$ cat src/rtl/lockout_pkg.sv
// Shared types and width helpers for the lockout controller.
package lockout_pkg;

    typedef enum logic [1:0] {
        IDLE   = 2'd0,
        OPEN   = 2'd1,
        LOCKED = 2'd2
    } lock_state_t;

    localparam int unsigned DEF_MAX_TRY    = 3;
    localparam int unsigned DEF_UNLOCK_CYC = 50000000;
    localparam int unsigned DEF_LOCK_CYC   = 500000000;
    localparam int unsigned DEF_BLINK_CYC  = 12500000;

    // Counter width for values 0..n-1, never narrower than one bit.
    function automatic int unsigned width_of(input int unsigned n);
        return ($clog2(n) < 1) ? 1 : $clog2(n);
    endfunction

    function automatic int unsigned max_u(input int unsigned a, input int unsigned b);
        return (a > b) ? a : b;
    endfunction

endpackage

$ cat src/rtl/lockout_ctrl_cyc_timer.sv
// Loadable down-counter shared by the door window and the lockout period.
module cyc_timer #(
    parameter int unsigned W = 8
) (
    input  logic         clk,
    input  logic         rst,
    input  logic         load,
    input  logic [W-1:0] load_val,
    output logic         done
);

    logic [W-1:0] count;

    always_ff @(posedge clk or posedge rst) begin
        if (rst) begin
            count <= '0;
        end else if (load) begin
            count <= load_val;
        end else if (count != '0) begin
            count <= count - W'(1);
        end
    end

    assign done = (count == '0);

endmodule

$ cat src/rtl/lockout_ctrl.sv
// Door/alarm controller driven by the lock core's pass/fail verdicts;
// locks the keypad out after MAX_TRY consecutive failures.
module lockout_ctrl
    import lockout_pkg::*;
#(
    parameter int unsigned MAX_TRY    = DEF_MAX_TRY,
    parameter int unsigned UNLOCK_CYC = DEF_UNLOCK_CYC,
    parameter int unsigned LOCK_CYC   = DEF_LOCK_CYC,
    parameter int unsigned BLINK_CYC  = DEF_BLINK_CYC
) (
    input  logic                         clk,
    input  logic                         rst,
    input  logic                         pass,
    input  logic                         fail,
    output logic                         door_open,
    output logic                         locked,
    output logic                         alarm_led,
    output logic [$clog2(MAX_TRY+1)-1:0] tries_left
);

    localparam int unsigned TW = width_of(max_u(UNLOCK_CYC, LOCK_CYC));
    localparam int unsigned BW = width_of(BLINK_CYC);
    localparam int unsigned CW = $clog2(MAX_TRY + 1);

    localparam logic [TW-1:0] UNLOCK_LOAD = TW'(UNLOCK_CYC - 1);
    localparam logic [TW-1:0] LOCK_LOAD   = TW'(LOCK_CYC - 1);
    localparam logic [BW-1:0] BLINK_LAST  = BW'(BLINK_CYC - 1);
    localparam logic [CW-1:0] TRY_MAX     = CW'(MAX_TRY);

    lock_state_t   state;
    logic [1:0]    pass_sync;
    logic [1:0]    fail_sync;
    logic          pass_d;
    logic          fail_d;
    logic          pass_evt;
    logic          fail_evt;
    logic          timer_load;
    logic [TW-1:0] timer_val;
    logic          timer_done;
    logic [BW-1:0] blink_cnt;

    // Verdicts come from the button clock domain: two-flop synchronise, then edge-detect.
    always_ff @(posedge clk or posedge rst) begin
        if (rst) begin
            pass_sync <= '0;
            fail_sync <= '0;
            pass_d    <= 1'b0;
            fail_d    <= 1'b0;
        end else begin
            pass_sync <= {pass_sync[0], pass};
            fail_sync <= {fail_sync[0], fail};
            pass_d    <= pass_sync[1];
            fail_d    <= fail_sync[1];
        end
    end

    assign pass_evt = pass_sync[1] & ~pass_d;
    assign fail_evt = fail_sync[1] & ~fail_d;

    // Timer reloads happen in the same cycle the FSM commits to the new state.
    always_comb begin
        timer_load = 1'b0;
        timer_val  = '0;
        case (state)
            IDLE: begin
                if (fail_evt) begin
                    if (tries_left <= CW'(1)) begin
                        timer_load = 1'b1;
                        timer_val  = LOCK_LOAD;
                    end
                end else if (pass_evt) begin
                    timer_load = 1'b1;
                    timer_val  = UNLOCK_LOAD;
                end
            end
            OPEN: begin
                if (pass_evt) begin
                    timer_load = 1'b1;
                    timer_val  = UNLOCK_LOAD;
                end
            end
            default: ;
        endcase
    end

    cyc_timer #(.W(TW)) u_timer (
        .clk      (clk),
        .rst      (rst),
        .load     (timer_load),
        .load_val (timer_val),
        .done     (timer_done)
    );

    always_ff @(posedge clk or posedge rst) begin
        if (rst) begin
            state      <= IDLE;
            door_open  <= 1'b0;
            locked     <= 1'b0;
            alarm_led  <= 1'b0;
            tries_left <= TRY_MAX;
            blink_cnt  <= '0;
        end else begin
            case (state)
                IDLE: begin
                    // A simultaneous pass is dropped: a fail always wins.
                    if (fail_evt) begin
                        if (tries_left <= CW'(1)) begin
                            state      <= LOCKED;
                            locked     <= 1'b1;
                            alarm_led  <= 1'b1;
                            blink_cnt  <= '0;
                            tries_left <= '0;
                        end else begin
                            tries_left <= tries_left - CW'(1);
                        end
                    end else if (pass_evt) begin
                        state      <= OPEN;
                        door_open  <= 1'b1;
                        tries_left <= TRY_MAX;
                    end
                end
                OPEN: begin
                    if (!pass_evt && timer_done) begin
                        state     <= IDLE;
                        door_open <= 1'b0;
                    end
                end
                LOCKED: begin
                    if (timer_done) begin
                        state      <= IDLE;
                        locked     <= 1'b0;
                        alarm_led  <= 1'b0;
                        tries_left <= TRY_MAX;
                    end else if (blink_cnt == BLINK_LAST) begin
                        blink_cnt <= '0;
                        alarm_led <= ~alarm_led;
                    end else begin
                        blink_cnt <= blink_cnt + BW'(1);
                    end
                end
                default: begin
                    state     <= IDLE;
                    door_open <= 1'b0;
                    locked    <= 1'b0;
                    alarm_led <= 1'b0;
                end
            endcase
        end
    end

endmodule
$ cat config.mk
export PLATFORM = sky130hd
export DESIGN_NAME = lockout_ctrl
export DESIGN_NICKNAME = d
export VERILOG_FILES = /design/src/rtl/lockout_pkg.sv /design/src/rtl/lockout_ctrl_cyc_timer.sv /design/src/rtl/lockout_ctrl.sv
export SDC_FILE = /design/constraint.sdc
export NUM_CORES = 1
export LEC_CHECK = 0
export ABC_AREA = 0
export CAP_MARGIN = 20
export CORE_AREA = 10 10 92 94
export DETAILED_ROUTE_END_ITERATION = 7
export DIE_AREA = 0 0 102 104
export GPL_ROUTABILITY_DRIVEN = 0
export PLACE_DENSITY = 0.83
export REMOVE_ABC_BUFFERS = 1
export SLEW_MARGIN = 20
export SYNTH_ARGS = -nofsm -noshare
export SYNTH_HDL_FRONTEND = slang
export SYNTH_SLANG_ARGS = --single-unit
$ cat constraint.sdc
create_clock -name clk -period 3 [get_ports clk]
set_clock_uncertainty 0.2 [all_clocks]
set_input_delay 0.3 -clock clk [delete_from_list [all_inputs] [get_ports clk]]
set_output_delay 0.3 -clock clk [all_outputs]
set_load 0.005 [all_outputs]
# Word level (Yosys, flattened, before mapping)

Cells that the tools add are included.

Add/subtract/negate cells: 3
Multiply operators: 0
Divide/modulo/power cells: 0
Order comparisons: 1
Eq/ne operators: 13
Shift operators: 0
Muxes and demuxes: 37
Bitwise operators: 7
Reduce and logical (&&, ||, !) cells: 13

Operators by type and width:

| operator              | count |
|---|---|
| $mux 29               | 4 |
| $mux 24               | 4 |
| $pmux 29 s2           | 1 |
| $pmux 24 s2           | 1 |
| $logic_not 29->1      | 1 |
| $reduce_bool 29->1    | 1 |
| $sub 29x1->29 const B | 1 |
| $mux 26               | 1 |
| $add 24x1->24 const B | 1 |
| $eq 24x24->1 const B  | 1 |
| $reduce_and 4->1      | 5 |
| $mux 2                | 9 |
| $ne 2x2->1 const B    | 7 |
| $mux 1                | 11 |
| $ne 3x3->1 const B    | 3 |
| $pmux 1 s3            | 3 |
| $pmux 2 s3            | 1 |
| $not 1->1             | 5 |
| $pmux 2 s2            | 1 |
| $reduce_bool 2->1     | 2 |
| $reduce_and 3->1      | 1 |
| $and 1x1->1           | 2 |
| $eq 2x1->1 const B    | 1 |
| $eq 2x2->1 const B    | 1 |
| 6 further kinds       | 6 |

Bits in registers: 66
Bits in latches: 0
RAM bits: 0
ROM bits: 0
Input port bits: 4
Output and inout bits: 5
Logic and storage cells: 85
Memories kept: 0

# Longest topological paths before layout

Gate-level depths: netlist of run 1.

Depth in word-level cells: 6
Gate-level depth with buffers: 9
Gate-level depth less buffers: 6

# By module

A second synthesis of run 1 with hierarchy kept.

Cell total of the unflattened synthesis: 404
Area total of the unflattened synthesis: 3724.8 um^2

By module, submodules not included:

| module       | times used | cells each | area an instance (um^2) | seq. area each (um^2) |
|---|---|---|---|---|
| lockout_ctrl | 1          | 212        | 2006.9                  | 928.4 |
| cyc_timer    | 1          | 192        | 1717.9                  | 725.7 |

# Worst setup path before layout of run 1

Ideal clock, no wire load.

Path type: reg2reg
Start point: reg u_timer.count[17]
End point: reg blink_cnt[9]
Library setup time: 78 ps
Arrival: 2541 ps
Data required time: 2722 ps
Path slack: 181 ps
Cell stages (with the launch flop): 10
Path buffers: 4
Period minus slack after synthesis: 2819 ps
Cells stage by stage: dfrtp_1 or4_1 buf_2 or4_4 buf_6 o31ai_4 buf_6 buf_12 o2bb2ai_1 o2bb2ai_1

Word-level cells in the longest chain between the ends: 3

Ends and longest elaborated chain:

| what                              | RTL line                     | source |
|---|---|---|
| start, declared                   | lockout_ctrl_cyc_timer.sv:12 | `logic [W-1:0] count;` |
| start signal, assigned            | lockout_ctrl_cyc_timer.sv:18 | `count <= load_val;` |
| start signal, assigned            | lockout_ctrl_cyc_timer.sv:20 | `count <= count - W'(1);` |
| $logic_not 29->1                  | lockout_ctrl_cyc_timer.sv:24 | `assign done = (count == '0);` |
| $ne 2x2->1 (no source line)       | n/a                          |  |
| $reduce_and 4->1 (no source line) | n/a                          |  |
| end signal, assigned              | lockout_ctrl.sv:138          | `blink_cnt <= blink_cnt + BW'(1);` |
| end, declared                     | lockout_ctrl.sv:40           | `logic [BW-1:0] blink_cnt;` |

No other way between the ends.
A chain may end at the register's enable or synchronous reset.

# Worst setup path in the final report of run 1

Start point: reg u_timer.count[17]
End point: reg u_timer.count[10]

Word-level cells in the longest chain between the ends: 2

Ends and longest elaborated chain:

| what                               | RTL line                     | source |
|---|---|---|
| $reduce_bool 29->1                 | lockout_ctrl_cyc_timer.sv:19 | `end else if (count != '0) begin` |
| $reduce_bool 2->1 (no source line) | n/a                          |  |

No other way between the ends.

==> flow_summary.json, run 1 <==
{
  "status": "complete, no violations",
  "synth_edf_count": 0,
  "yosys.cell_types.count": 57,
  "fin_crit_sh_pct": 93.9,
  "track_usage_pct": 16.8,
  "coreArea_sq_um": 6680,
  "via_per_inst": 6.60,
  "period_needed_ps": 2820,
  "clock.fmax_ghz": 0.355,
  "row_count": 30,
  "cts_root_buffer": "clkbuf_8",
  "slowest_stage": "or4_4",
  "drv_slew": 0,
  "ys_seq_area_share_pct": 45.3,
  "finalSetupViolations": 0,
  "clk_pin_slew_ps": 70,
  "syn_avg_cell_area_sq_um": 9.60,
  "clk_latency_ps": 350,
  "syn_inst": 380,
  "hp-class": "input port to async pin",
  "drtIter0Drc": 382,
  "dp.final_hpwl_microns": 5790,
  "placed_cells": 466,
  "synth_area_leader_cell": "dfrtp_1",
  "p_total_w": 0.00214,
  "io_pins": 9,
  "drc": 0,
  "synth_warnings": 0,
  "leakagePower_nw": 1.61,
  "crit_chain": "or4_1, or4_4, o31ai_4, nor4b_1, or3_1",
  "whs_ps": 148,
  "yosys-top-cells-area": "dfrtp_1 (44%), nand3_1 (3.6%), o21ai_0 (3.2%)",
  "cap_violations": 0,
  "worstPathRequired_ps": 3020,
  "syn_area_sq_um": 3650,
  "synth_top_cell_area_share_pct": 43.9,
  "critPathMaxStageDelay_ps": 640,
  "first_pass_iters": 5,
  "die_w_microns": 102,
  "grt.overflow.total": 0,
  "layout-drive-gt1-share_pct": 11.7,
  "cts_max_level": 3,
  "clkSinkCount": 66,
  "synthTopCellsByCount": "dfrtp_1 (64), nor2_1 (28), nand3_1 (26)",
  "cts_max_path_buffers": 2,
  "die_area_sq_um": 10600,
  "antenna_found_initial": 0,
  "cts_tree": "yes",
  "syn_to_final_growth_pct": 11.4,
  "slew-limit-headroom_pct": 30.1,
  "ir_worst_vdd_v": 0.000389,
  "crit_fanout": 9,
  "worstMarginPinSlew_ps": 1050,
  "wl_microns": 8560,
  "dpl_worst_slack_ps": 210,
  "worst_slack_ps": 184,
  "start_util_pct": 54.6,
  "synth.most_common_cell": "dfrtp_1",
  "grt_max_degree": 40,
  "post_drt_wl_per_cell_microns": 17.8,
  "cp.arrival_ps": 2830,
  "end_kind": "register",
  "ys_seq_elements": 66,
  "postCtsSetupRepairBufs": 0,
  "grt_pass1_vias": 3067,
  "hold_buffers": 0,
  "final_nets": 404,
  "diodes": 0,
  "cp-start-kind": "register",
  "power_density_nw_per_um2": 525,
  "place.port_buffers": 8,
  "rsz0062_at_grt": "false",
  "fin_cells": 481,
  "vias": 3177,
  "hold_violations": 0,
  "postRouteAntennaNets": 0,
  "critPathKind": "register to register",
  "synth_ff_type": "dfrtp_1",
  "cts_resized": 0,
  "cts_buffers": 9,
  "synthArstFlopShare_pct": 100,
  "grt_pass1_wl_microns": 14800,
  "die_h_microns": 104
}
==> final cells by class <==
class	instances	area [sq um]
Fill cell	527	2620
Sequential cell	66	1650
Clock inverter	2	35.0
Tap cell	80	100
Timing Repair Buffer	26	228
Clock buffer	13	169
Multi-Input combinational cell	279	1820
Inverter	15	56.3
==> sequential cells by signal, indices dropped and copies added (netlist names) <==
register       flops
blink_cnt         24
locked             1
alarm_led          1
pass_sync          2
door_open          1
state              2
u_timer.count     29
fail_sync          2
pass_d             1
tries_left         2
fail_d             1
==> cell families after synthesis <==
logic type | share of synthesized area (%)
flip-flops | 45.3
AO/OA/AOI/OAI | 19.7
XOR/XNOR | 2.64
adder cells (fa/ha/maj) | 1.03
buffers and inverters | 4.73
AND/OR/NAND/NOR | 25.2
multiplexers | 1.41
==> stage by stage <==
stage	instance area, sq um	TNS, ps	utilization (%)
after floorplan	3530	-82.9	-
after global placement	3860	0	57.8
after detailed placement	3860	0	57.8
after CTS	4070	0	60.8
after global routing	4070	0	60.8
final	4070	0	60.8
==> final timing paths <==
check,startpoint,end,slack (ps),depth (start not counted)
max,u_timer.count[17],u_timer.count[10],180,5
max reg2reg,u_timer.count[17],u_timer.count[10],180,5
max in group asynchronous,rst,tries_left[0],1770,3
min,rst,u_timer.count[1],150,2
min reg2reg,fail_sync[0],fail_sync[1],150,0
min in group clk,fail_sync[0],fail_sync[1],150,0
==> power breakdown <==
group | total, W | leakage (nW) | internal [W] | switching, W
combinational | 0.000296 | 0.707 | 0.000146 | 0.000150
sequential | 0.00106 | 0.796 | 0.000975 | 0.0000819
clock | 0.000783 | 0.106 | 0.000447 | 0.000337
==> layer usage <==
layer / routed length (microns) / GRT usage, % / vias to the layer above
li1: - / - / 1474
met1: 3880 / 23.2 / 1573
met2: 4020 / 24.9 / 119
met3: 521 / 3.19 / 11
met4: 131 / 6.96 / 0
met5: 0 / 0 / -
==> critical path, delay by kind of cell, from the launching register on <==
kind | cells | cell delay (ps)
and+or+nand+nor | 4 | 1650
DFF | 1 | 430
AOI/OAI and AO/OA | 1 | 410
==> cell usage in the layout, fill, tap and decap left out, types with 7 or more instances in the layout <==
cell              n
a21oi_1           9
a22o_1           12
a22oi_1           9
buf_4            17
clkbuf_8         12
clkdlybuf4s50_1   8
dfrtp_1          64
inv_1            14
nand2_1          19
nand3_1          26
nand4_1          15
nor2_1           28
nor3_1            9
o21ai_0          23
o2bb2ai_1         8
or3_1            12
or4_1             9
xor2_1            7
No activity file was read; power rests on OpenSTA's default activity.
==> run 2, diff against run 1 <==
--- a/config.mk
+++ b/config.mk
@@ -5,15 +5,15 @@
 export SDC_FILE = /design/constraint.sdc
 export NUM_CORES = 1
 export LEC_CHECK = 0
-export ABC_AREA = 0
+export ABC_AREA = 1
 export CAP_MARGIN = 20
-export CORE_AREA = 10 10 92 94
+export CORE_AREA = 10 10 99 101
+export CTS_CLUSTER_DIAMETER = 60
 export DETAILED_ROUTE_END_ITERATION = 7
-export DIE_AREA = 0 0 102 104
+export DIE_AREA = 0 0 109 111
 export GPL_ROUTABILITY_DRIVEN = 0
 export PLACE_DENSITY = 0.83
 export REMOVE_ABC_BUFFERS = 1
-export SLEW_MARGIN = 20
 export SYNTH_ARGS = -nofsm -noshare
 export SYNTH_HDL_FRONTEND = slang
 export SYNTH_SLANG_ARGS = --single-unit
==> run 2 against run 1 <==
Against the previous run:
- global-route usage up 1.8 points
- sequential share of layout area down 5.8 points
- flip-flop and latch count unchanged
- non-clock buffer count down 14
- clock power up 22%
- critical path depth up 5
- synthesized area up 19%
- combinational power rose to 3.3 times the previous value
- synthesized cell count up 68%
- register-to-register slack better by 380 ps
- critical endpoint is now blink_cnt[18]
- largest cell class unchanged
==> flow_summary.json, run 2 <==
{
  "status": "complete, no violations",
  "critPathKind": "register to register",
  "largestRegisters": "u_timer.count (29), blink_cnt (24)",
  "drv_slew": 0,
  "post-route-util_pct": 59.4,
  "cts_buffers": 9,
  "cts_tree": "yes",
  "pwr-share-comb_pct": 30.9,
  "post_drt_wl_per_cell_microns": 14.2,
  "cts_max_path_buffers": 2,
  "rr_startpoint": "blink_cnt[0]",
  "leakagePower_nw": 2.05,
  "largest_reg_flops": 29,
  "drc": 0,
  "finalSetupViolations": 0,
  "clock.fmax_ghz": 0.411,
  "multi_input_area_sq_um": 2330,
  "synth.most_common_cell": "nand2_1",
  "grt_pass1_wl_microns": 18600,
  "crit_fanout": 12,
  "design_area_sq_um": 4740,
  "hold_buffers": 0,
  "reg2reg_depth": 10,
  "hold_violations": 0,
  "grt_max_degree": 67,
  "rsz0062_at_grt": "false",
  "crit_start": "blink_cnt[0]",
  "ir_worst_vdd_v": 0.000410,
  "p_sw_w": 0.00123,
  "final_cell_mix": "nand2_1 (180), nor2_1 (122), inv_1 (64), nand3_1 (64), dfrtp_1 (64)",
  "grt_pass1_vias": 4002,
  "power_density_nw_per_um2": 676,
  "cap_violations": 0,
  "cts_root_buffer": "clkbuf_8",
  "setup_tns_ps": 0,
  "io_pins": 9,
  "synth_top_cell_area_share_pct": 36.7,
  "diodes": 0,
  "synthTopCellsByCount": "nand2_1 (180), nor2_1 (122), inv_1 (65)",
  "grt.overflow.total": 0,
  "p_seq_share_pct": 39.3,
  "worstMarginPinSlew_ps": 821,
  "synth_area_leader_cell": "dfrtp_1",
  "end_kind": "register",
  "grt_use_met2_pct": 30.5,
  "yosys.cell_types.count": 38,
  "clkPwrFrac_pct": 29.8,
  "cp-start-kind": "register",
  "synth_ff_type": "dfrtp_1",
  "ys_seq_area_share_pct": 37.9,
  "grt.met3_usage_pct": 3.43,
  "clk_pin_slew_ps": 90,
  "swShare_pct": 38.3,
  "cts_resized": 0,
  "first_pass_iters": 7,
  "synth_edf_count": 0,
  "place_area_sq_um": 4490,
  "dp.final_hpwl_microns": 7680,
  "synth_warnings": 0,
  "cp.arrival_ps": 2490,
  "hold_depth": 0,
  "drtIter0Drc": 320,
  "syn_to_final_growth_pct": 8.64,
  "syn_inst": 640,
  "clkSinkCount": 66,
  "slew-limit-headroom_pct": 45.3,
  "postRouteAntennaNets": 0,
  "clk_latency_ps": 360,
  "die_w_microns": 109,
  "final_nets": 655,
  "fin_crit_sh_pct": 81.1,
  "final_common_cell": "nand2_1",
  "layout-drive-gt1-share_pct": 8.88,
  "antenna_found_initial": 0,
  "place.port_buffers": 8,
  "period_needed_ps": 2430,
  "syn_area_sq_um": 4360,
  "coreArea_sq_um": 7970,
  "cts_max_level": 3,
  "via_per_inst": 5.53,
  "ys_seq_elements": 66,
  "track_usage_pct": 18.6,
  "worstPathRequired_ps": 3050,
  "postCtsSetupRepairBufs": 0,
  "p_int_w": 0.00198,
  "groute.layer.met1.usage_pct": 22.7,
  "syn_avg_cell_area_sq_um": 6.81,
  "seq_area_sq_um": 1650,
  "die_area_sq_um": 12100,
  "synthArstFlopShare_pct": 100,
  "hp-class": "register to register",
  "vias": 4192,
  "hold_start": "fail_sync[0]",
  "nFillCells": 691,
  "whs_ps": 158,
  "top_register": "u_timer.count",
  "wl_microns": 10700,
  "die_h_microns": 111,
  "row_count": 33,
  "yosys-top-cells-area": "dfrtp_1 (37%), nand2_1 (15%), nor2_1 (11%)",
  "busiest_layer": "met2",
  "start_util_pct": 54.7
}
[run 2: changes by cell type after synthesis, moves of 9 or more]
cell	change
a22oi_1	-9
inv_1	+50
nor2_1	+94
nand2_1	+161
or3_1	-12
clkbuf_1	-12
a21oi_1	+16
or4_1	-9
nand3_1	+38
o21ai_2	+9
a22o_1	-12
[run 2: power groups by stage]
stage               Sequential, W  Combinational [W]  Clock (W)
floorplan                 0.00123           0.000716          0
global placement          0.00125           0.000949          0
detailed placement        0.00126           0.000992          0
CTS                       0.00125           0.000998   0.000961
global route              0.00128            0.00114    0.00100
finish                    0.00126           0.000991   0.000953
[run 2: worst paths after layout]
kind | endpoint | slack, ps
setup / recovery | blink_cnt[18] | 570
hold / removal | fail_sync[1] | 160
setup reg to reg | blink_cnt[18] | 570
hold reg to reg | fail_sync[1] | 160
max in group asynchronous | u_timer.count[4] | 1750
min in group asynchronous | u_timer.count[27] | 310
[run 2: logic make-up (layout without fill, tap and decap cells)]
kind of cell    count (synthesis)  count (layout)  synth area share [%]
xor+xnor                       10              10                  2.01
buf+inv                        84              97                  8.55
flops                          66              66                  37.9
simple gates                  411             411                  41.3
fa+ha+maj                       3               3                 0.861
compound gates                 66              66                  9.33
[run 2: worst max-delay path, cell delays in order, from the launching register on]
cell     delay [ps]
dfrtp_1         480
ha_1            300
nand2_1         120
nor2_1          210
inv_1           110
nor2_1          110
nand3_1         380
nand3_1         240
nor2_1           60
nand2_1          80
nand2_1          60
[run 2: layout make-up]
type / instances / area share, %
clock inverter: 7 / 2.64
clock buffer: 9 / 2.62
timing repair buffer: 12 / 2.32
inverter: 69 / 5.47
sequential: 66 / 34.9
multi-input combinational: 490 / 49.2
tap: 105 / 2.77
[run 2: stage by stage]
stage | setup slack (ps) | instances | power (W)
6_report | 566 | 758 | 0.00320
5_1_grt | 392 | 758 | 0.00343
4_1_cts | 630 | 758 | 0.00321
3_5_place_dp | 634 | 742 | 0.00225
3_3_place_gp | 745 | 742 | 0.00220
2_1_floorplan | 849 | 625 | 0.00194
[run 2: layer usage]
layer  share of wire (%)  vias up  wire length (microns)
met3                 6.8       31                    727
met1                  40     1937                   4320
li1                    -     2052                      -
met2                  50      172                   5370
met4                 2.9        0                    310
met5                   0        -                      0
==> run 3, diff against run 2 <==
--- a/config.mk
+++ b/config.mk
@@ -7,10 +7,10 @@
 export LEC_CHECK = 0
 export ABC_AREA = 1
 export CAP_MARGIN = 20
-export CORE_AREA = 10 10 99 101
+export CORE_AREA = 10 10 97 99
 export CTS_CLUSTER_DIAMETER = 60
 export DETAILED_ROUTE_END_ITERATION = 7
-export DIE_AREA = 0 0 109 111
+export DIE_AREA = 0 0 107 109
 export GPL_ROUTABILITY_DRIVEN = 0
 export PLACE_DENSITY = 0.83
 export REMOVE_ABC_BUFFERS = 1
==> constraint.sdc (replaced) <==
create_clock -name clk -period 2.27 [get_ports clk]
set_clock_uncertainty 0.2 [all_clocks]
set_input_delay 0.227 -clock clk [delete_from_list [all_inputs] [get_ports clk]]
set_output_delay 0.227 -clock clk [all_outputs]
set_load 0.005 [all_outputs]
==> run 3 against run 2 <==
Against the previous run:
- register-to-register slack worse by 420 ps
- combinational power up 45%
- core utilization up 4.9 points
- worst setup slack worse by 420 ps
- clock-buffer cell count unchanged
- fmax up 15%
- sequential share of layout area down 0.79 points
- via count up 0.43%
- critical path type unchanged
- critical endpoint is now blink_cnt[14]
==> flow_summary.json, run 3 (synthesized netlist as in run 2, its figures left out) <==
{
  "worstPathRequired_ps": 2310,
  "cap_violations": 0,
  "drv_slew": 0,
  "largestRegisters": "u_timer.count (29), blink_cnt (24)",
  "slew-limit-headroom_pct": 65.8,
  "clk_latency_ps": 360,
  "clk_pin_slew_ps": 80,
  "dp.final_hpwl_microns": 7860,
  "p_total_w": 0.00435,
  "row_count": 32,
  "crit_fanout": 18,
  "top_register": "u_timer.count",
  "antenna_found_initial": 0,
  "grt.overflow.total": 0,
  "final_cell_mix": "nand2_1 (180), nor2_1 (120), inv_1 (64), nand3_1 (64), dfrtp_1 (64)",
  "cts_max_path_buffers": 2,
  "rsz0062_at_grt": "false",
  "grt_pass1_vias": 4020,
  "syn_to_final_growth_pct": 11.2,
  "io_pins": 9,
  "grt_pass1_wl_microns": 18500,
  "cts_root_buffer": "clkbuf_8",
  "final_common_cell": "nand2_1",
  "track_usage_pct": 19.2,
  "nFillCells": 712,
  "reg2reg_setup_slack_ps": 150,
  "cp.arrival_ps": 2170,
  "finalSetupViolations": 0,
  "coreArea_sq_um": 7530,
  "clock.fmax_ghz": 0.471,
  "place.port_buffers": 8,
  "ir_worst_vdd_v": 0.000808,
  "vias": 4210,
  "place_area_sq_um": 4560,
  "period_needed_ps": 2120,
  "post_drt_wl_per_cell_microns": 14.3,
  "design_area_sq_um": 4850,
  "cts_buffers": 9,
  "layout-drive-gt1-share_pct": 10.6,
  "hold_buffers": 0,
  "die_h_microns": 109,
  "worstMarginPinSlew_ps": 512,
  "clkSinkCount": 66,
  "final_nets": 665,
  "critPathKind": "register to register",
  "die_w_microns": 107,
  "die_area_sq_um": 11700,
  "diodes": 0,
  "cp-start-kind": "register",
  "drc": 0,
  "status": "complete, no violations",
  "r2r_end": "blink_cnt[14]",
  "postCtsSetupRepairBufs": 0,
  "wl_microns": 10900,
  "largest_reg_flops": 29,
  "power_density_nw_per_um2": 897,
  "hold_violations": 0,
  "grt_max_degree": 67,
  "cts_resized": 0,
  "postRouteAntennaNets": 0,
  "end_kind": "register",
  "first_pass_iters": 5,
  "cts_tree": "yes",
  "rr_startpoint": "u_timer.count[0]",
  "drtIter0Drc": 355,
  "reg2reg_depth": 11,
  "setup_tns_ps": 0,
  "hp-class": "input port to async pin",
  "start_util_pct": 57.9,
  "cts_max_level": 3,
  "leakagePower_nw": 2.11,
  "fin_crit_sh_pct": 93.5,
  "via_per_inst": 5.50
}
-- run 3: cell types whose count changed in the layout (fill, tap and decap cells not counted) --
cell      change
buf_4         +8
nor2_1        -2
nand2_4       -1
nand2_8       +2
inv_6         -1
nor2_2        +2
buf_12        +1
clkinv_4      +1
-- run 3: routing by layer --
layer,track usage [%],part of all wire (%),wire (microns),vias to the layer above
li1,-,-,-,2077
met1,23.7,44,4800,1959
met5,0,0,0,-
met3,4.54,6.5,705,28
met4,6.38,1.9,203,0
met2,32.3,48,5220,146
-- run 3: metrics by stage --
step	hold slack (ps)	util (%)	instances	worst slack (ps)
detailed placement	140	60.6	748	11.6
finish	32.8	64.4	765	146
floorplan	58.4	-	625	189
CTS	63.7	63.9	764	15.8
global route	90.4	64.4	765	9.14
global placement	139	60.6	748	147
-- run 3: critical path: stages (launching register included) --
cell and delay [ps]:
dfrtp_1 410, inv_1 110, ha_1 190, nand2_1 60, nor2_1 140, nand3_1 160
inv_1 130, nand2_4 120, nand2_8 180, nand2_8 140, nand3_1 120, o21ai_2 50
-- run 3: worst max path at each step --
stage	slack, ps	endpoint	depth (start not counted)	startpoint
2_1_floorplan	190	alarm_led	1	rst
6_report	150	blink_cnt[14]	11	u_timer.count[0]
4_1_cts	20	u_timer.count[21]	9	u_timer.count[0]
3_5_place_dp	10	u_timer.count[21]	9	u_timer.count[0]
3_3_place_gp	150	blink_cnt[5]	11	u_timer.count[0]
5_1_grt	9	blink_cnt[21]	11	blink_cnt[1]
-- run 3: power by group --
part	switching [W]	internal [W]	total, W
clock network	0.000517	0.000739	0.00126
registers	0.000222	0.00143	0.00165
logic	0.000935	0.000508	0.00144
total	0.00167	0.00267	0.00435
-- run 3: layout make-up --
class | count | area, sq um | share of cell area (%)
multi-input cells | 491 | 2370 | 48.8
flip-flops and latches | 66 | 1650 | 34.1
inverters | 69 | 259 | 5.34
repair buffers | 21 | 190 | 3.92
well taps | 102 | 128 | 2.63
clock inverters | 7 | 125 | 2.58
clock buffers | 9 | 124 | 2.56
